## config.mk

```make
export PLATFORM = sky130hd
export DESIGN_NAME = fir_coef_loader
export DESIGN_NICKNAME = d
export VERILOG_FILES = /design/src/rtl/fir_coef_loader.sv
export SDC_FILE = /design/constraint.sdc
export NUM_CORES = 1
export LEC_CHECK = 0
export ABC_AREA = 1
export BUFFER_PORTS_ARGS = -buffer_cell sky130_fd_sc_hd__buf_2
export CAP_MARGIN = 20
export CORE_UTILIZATION = 50
export DETAILED_ROUTE_END_ITERATION = 7
export PLACE_DENSITY = 0.68
export SYNTH_ARGS = -nofsm -noshare
export SYNTH_HDL_FRONTEND = slang
export SYNTH_SLANG_ARGS = --single-unit
export TNS_END_PERCENT = 20
```

## constraint.sdc

```tcl
create_clock -name clk -period 2.5 [get_ports clk]
set_input_delay 0.25 -clock clk [delete_from_list [all_inputs] [get_ports clk]]
set_output_delay 0.25 -clock clk [all_outputs]
set_load 0.05 [all_outputs]
```

## src/rtl/fir_coef_loader.sv

```systemverilog
// Coefficient loader for an N-tap FIR filter: collects a shadow bank of coefficients and swaps it into the active bank on swap_en.
// Optional macro FIR_COEF_SYM_EN: load N/2 taps and mirror them into a linear-phase bank.
module fir_coef_loader #(
  parameter int N     = 32,
  parameter int CNT_W = 8
) (
  input  logic              clk,
  input  logic              rst_n,
  input  logic              wr_valid,
  output logic              wr_ready,
  input  logic [15:0]       wr_data,
  input  logic              wr_last,
  input  logic              swap_en,
  output logic [16*N-1:0]   filter_params,
  output logic              params_valid,
  output logic              swap_done,
  output logic              err_len
);

`ifdef FIR_COEF_SYM_EN
  localparam int L = N / 2;
`else
  localparam int L = N;
`endif
  localparam int              IDX_W    = $clog2(L);
  localparam logic [CNT_W-1:0] LAST_CNT = CNT_W'(L - 1);

  typedef enum logic [1:0] {
    S_IDLE,
    S_LOAD,
    S_PEND
  } state_t;

  state_t             r_state, w_state_next;
  logic [CNT_W-1:0]   r_count, w_count_next;
  logic               r_swap_done, r_err_len, r_params_valid;
  logic [16*N-1:0]    r_filter_params, w_commit_bank;
  logic [15:0]        r_shadow [L];
  logic               w_accept, w_err_next, w_swap_next, w_commit;
  logic [IDX_W-1:0]   w_idx;

  assign wr_ready      = (r_state != S_PEND);
  assign w_accept      = wr_valid & wr_ready;
  assign w_idx         = r_count[IDX_W-1:0];
  assign filter_params = r_filter_params;
  assign params_valid  = r_params_valid;
  assign swap_done     = r_swap_done;
  assign err_len       = r_err_len;

  // IDLE always holds count=0, so it shares the LOAD acceptance rules.
  always_comb begin
    // NOTE: every output of this block gets a default first so no latch is inferred.
    w_state_next = r_state;
    w_count_next = r_count;
    w_err_next   = 1'b0;
    w_swap_next  = 1'b0;
    w_commit     = 1'b0;
    case (r_state)
      S_IDLE, S_LOAD: begin
        if (w_accept) begin
          if (r_count == LAST_CNT && wr_last) begin
            w_state_next = S_PEND;
            w_count_next = '0;
          end else if (r_count == LAST_CNT || wr_last) begin
            w_state_next = S_IDLE;
            w_count_next = '0;
            w_err_next   = 1'b1;
          end else begin
            w_state_next = S_LOAD;
            w_count_next = r_count + CNT_W'(1);
          end
        end
      end
      S_PEND: begin
        if (swap_en) begin
          w_state_next = S_IDLE;
          w_swap_next  = 1'b1;
          w_commit     = 1'b1;
        end
      end
      default: begin
        w_state_next = S_IDLE;
        w_count_next = '0;
      end
    endcase
  end

  always_comb begin
    w_commit_bank = '0;
    for (int k = 0; k < L; k++) begin
      w_commit_bank[16*k +: 16] = r_shadow[k];
`ifdef FIR_COEF_SYM_EN
      w_commit_bank[16*(N-1-k) +: 16] = r_shadow[k];
`endif
    end
  end

  // NOTE: the shadow bank has no reset; its contents only matter after a complete load rewrites every entry.
  always_ff @(posedge clk) begin
    if (w_accept) begin
      r_shadow[w_idx] <= wr_data;
    end
  end

  // NOTE: sequential state uses non-blocking assignments so every register samples pre-edge values.
  always_ff @(posedge clk) begin
    if (!rst_n) begin
      r_state         <= S_IDLE;
      r_count         <= '0;
      r_swap_done     <= 1'b0;
      r_err_len       <= 1'b0;
      r_params_valid  <= 1'b0;
      r_filter_params <= '0;
    end else begin
      r_state     <= w_state_next;
      r_count     <= w_count_next;
      r_swap_done <= w_swap_next;
      r_err_len   <= w_err_next;
      if (w_commit) begin
        r_filter_params <= w_commit_bank;
        r_params_valid  <= 1'b1;
      end
    end
  end

endmodule
```

==> results.sh <==
export IMPL_netlist_instances=2885
export IMPL_ys_top_cells_by_area="edfxtp_1 (45%), dfxtp_1 (31%), o21ai_0 (7.5%)"
export IMPL_power_switching_mw=6.93
export IMPL_seqPwrFrac=0.529
export IMPL_cp_arrival_ps=2440
export IMPL_peakVddDrop_uv=539
export IMPL_ys_warn_count=0
export IMPL_crit_fanout=16
export IMPL_antenna_found_initial=7
export IMPL_outcome="complete, no violations"
export IMPL_synth_most_common_cell="inv_1"
export IMPL_p_sw_frac=0.205
export IMPL_grt_pass1_vias=20800
export IMPL_crit_path_cell_trace="inv_1, nand2_1, nand2_1, inv_1, nand2_1, nor2_1, buf_4"
export IMPL_crit_type="reg2reg"
export IMPL_route_detailed_drc=0
export IMPL_grt_max_degree=178
export IMPL_finalHoldViolations=0
export IMPL_hold_class="in2reg"
export IMPL_placed_cell_area_mm2=0.0382
export IMPL_ys_seq_area_frac=0.751
export IMPL_yosysUniqueCellTypes=20
export IMPL_rsz0062_at_grt="false"
export IMPL_path_delay_family="simple AND/OR/NAND/NOR gates"
export IMPL_critical_path_required_ps=2830
export IMPL_portBuffers=536
export IMPL_min_period_ps=2110
export IMPL_crit_top_cell="nand2_1"
export IMPL_hold_depth=3
export IMPL_ff_latch_area_mm2=0.0259
export IMPL_drive_gt1_frac=0.222
export IMPL_async_reset_ff_frac=0
export IMPL_avgSynthCellArea_um2=11.9
export IMPL_setup_viol=0
export IMPL_crit_slowest_cell="nand2_1"
export IMPL_start_util=0.509
export IMPL_synth_edff_count=512
export IMPL_finalSetupTns_ps=0
export IMPL_path_clk_slew_ps=60
export IMPL_wl_per_cell_um=21.0
export IMPL_clk_latency_ps=640
export IMPL_drv_cap=0
export IMPL_reg2reg_from="r_state[0]"
export IMPL_io_pins=537
export IMPL_synth_top_flop_cell="dfxtp_1"
export IMPL_die_x_um=265
export IMPL_fillers=5287
export IMPL_pwr_share_clk=0.449
export IMPL_synthTopCellsByCount="inv_1 (532), dfxtp_1 (525), o21ai_0 (517)"
export IMPL_die_h_um=265
export IMPL_startpoint_type="flop"
export IMPL_slew_violations=0
export IMPL_clock_skew_final_ps=19.8
export IMPL_ys_ff_latch=1037
export IMPL_rows=95
export IMPL_max_slew_margin=0.450
export IMPL_fin_area_mm2=0.0416
export IMPL_post_cts_setup_buffers=0
export IMPL_first_pass_iters=6
export IMPL_combPwrFrac=0.022
export IMPL_track_usage=0.257
export IMPL_rrSetupSlack_ps=390
export IMPL_synthesis_area_mm2=0.0345
export IMPL_p_int_mw=26.9
export IMPL_crit_buf_inv=3
export IMPL_vias=22600
export IMPL_grt_overflow_total=0
export IMPL_reg2regPathDepth=7
export IMPL_gp_congestion=0.797
export IMPL_die_area_mm2=0.0700
export IMPL_holdPathEnd="filter_params[40]"
export IMPL_fmax_ghz=0.473
export IMPL_r2r_end="r_shadow[5][15]"
export IMPL_p_per_area_mw_per_mm2=812
export IMPL_post_cts_resized=0
export IMPL_cts_tree="built"
export IMPL_dpl_hpwl_um=57200
export IMPL_worst_slew_pin_slew_ps=825
export IMPL_core_area_mm2=0.0676
export IMPL_holdBufCountCts=3
export IMPL_final_nets=3454
export IMPL_yosys_area_top_type="edfxtp_1"
export IMPL_max_stage_delay_ps=420
export IMPL_ant_nets=0
export IMPL_dr_first_iter_drc_count=2085
export IMPL_cts_buffers=100
export IMPL_syn_num_nets=2910
export IMPL_wirelength_um=92100
export IMPL_p_leak_nw=15.7
export IMPL_h_tree_depth=3
export IMPL_synth_top_area_share=0.446
export IMPL_grt_pass1_wl_um=133000
export IMPL_cts_sinks=1037
export IMPL_hold_start="rst_n"
export IMPL_multi_input_area_mm2=0.00568
export IMPL_area_delta_synth_final_pct=20.8
export IMPL_cts_root_buf="clkbuf_16"
export IMPL_cts_buffer_depth=3
export IMPL_endpoint_kind="flop"
export IMPL_period_share=0.845
export IMPL_via_per_inst=5.14
## state kept, by name (all words and copies together), names as in the netlist
name           count
r_state            2
swap_done          1
filter_params    512
err_len            1
r_shadow         512
r_count            8
params_valid       1
## cells by family (layout without fill, tap and decap cells)
kind of cell,Yosys count,in the layout,synth area share
flops,1037,1037,0.751
xor+xnor,1,1,0.000254
simple gates,106,106,0.0124
compound gates,1033,1033,0.150
fa+ha+maj,4,4,0.00145
buf+inv,704,1335,0.0845
other cells,0,2,0
## cells in the final DEF (no fill, tap or decap)
| cell type | count |
|---|---|
| or2_2 | 1 |
| nand2_1 | 39 |
| clkinv_8 | 2 |
| nand4_1 | 3 |
| nor3_1 | 1 |
| edfxtp_1 | 512 |
| buf_8 | 1 |
| bufinv_16 | 5 |
| nand3_1 | 10 |
| dfxtp_1 | 525 |
| nand3_4 | 1 |
| clkbuf_8 | 22 |
| nor2_1 | 44 |
| nor2_2 | 7 |
| clkinv_4 | 3 |
| o21ai_0 | 517 |
| buf_4 | 51 |
| inv_1 | 532 |
| a21oi_1 | 516 |
| clkbuf_16 | 104 |
| buf_2 | 535 |
| xor2_1 | 1 |
| clkinv_1 | 3 |
| diode_2 | 2 |
| dlygate4sd3_1 | 3 |
| clkinvlp_4 | 9 |
| buf_12 | 24 |
| inv_6 | 3 |
| clkinv_2 | 14 |
| clkbuf_1 | 24 |
| ha_1 | 4 |
## worst reg2reg max path: stages (launching register included)
cell     delay (ps)
dfxtp_1         350
inv_1            90
nand2_1         110
nand2_1         100
inv_1           110
nand2_1         420
nor2_1          320
buf_4           300
## power by group through the flow
| stage | Clock [mW] | Combinational [mW] | Sequential (mW) |
|---|---|---|---|
| after floorplan | 0 | 0.286 | 18.2 |
| after global placement | 0 | 0.739 | 18.2 |
| after detailed placement | 0 | 0.751 | 18.2 |
| after CTS | 15.4 | 0.759 | 17.9 |
| after global routing | 16.1 | 0.814 | 17.9 |
| final | 15.2 | 0.754 | 17.9 |
## cell type report
cell class                      instances  share of cell area
Antenna cell                            2            0.000120
Clock buffer                          150              0.0720
Clock inverter                         39             0.00923
Inverter                              532              0.0480
Multi-Input combinational cell       1144               0.136
Sequential cell                      1037               0.622
Tap cell                              873              0.0262
Timing Repair Buffer                  614              0.0861
## stage by stage
stage	hold WS [ps]	cells	setup slack [ps]	total power, mW	util
2_1_floorplan	349	2885	241	18.5	-
6_report	74.5	4391	388	33.8	0.615
3_3_place_gp	428	4196	372	19.0	0.565
3_5_place_dp	432	4197	365	19.0	0.565
4_1_cts	37.4	4389	370	34.0	0.615
5_1_grt	64.7	4389	232	34.7	0.615
## metal layers
| layer | global-route usage | routed length, um | vias up |
|---|---|---|---|
| met5 | 0 | 10 | - |
| met4 | 0.0921 | 2710 | 2 |
| met3 | 0.0365 | 5610 | 136 |
| met2 | 0.433 | 45700 | 793 |
| met1 | 0.341 | 38100 | 10900 |
| li1 | - | - | 10800 |
## worst max path at each step
stage | startpoint | to | cells after the start | slack, ps
after floorplan | r_state[0] | r_shadow[0][0] | 6 | 240
after global placement | r_state[0] | r_shadow[5][13] | 7 | 370
after detailed placement | r_state[0] | r_shadow[5][13] | 7 | 360
after CTS | r_state[0] | r_shadow[5][15] | 7 | 370
after global routing | r_state[0] | r_shadow[5][15] | 7 | 230
final | r_state[0] | r_shadow[5][15] | 7 | 390
Note: power is estimated with default switching activity, not from simulation.
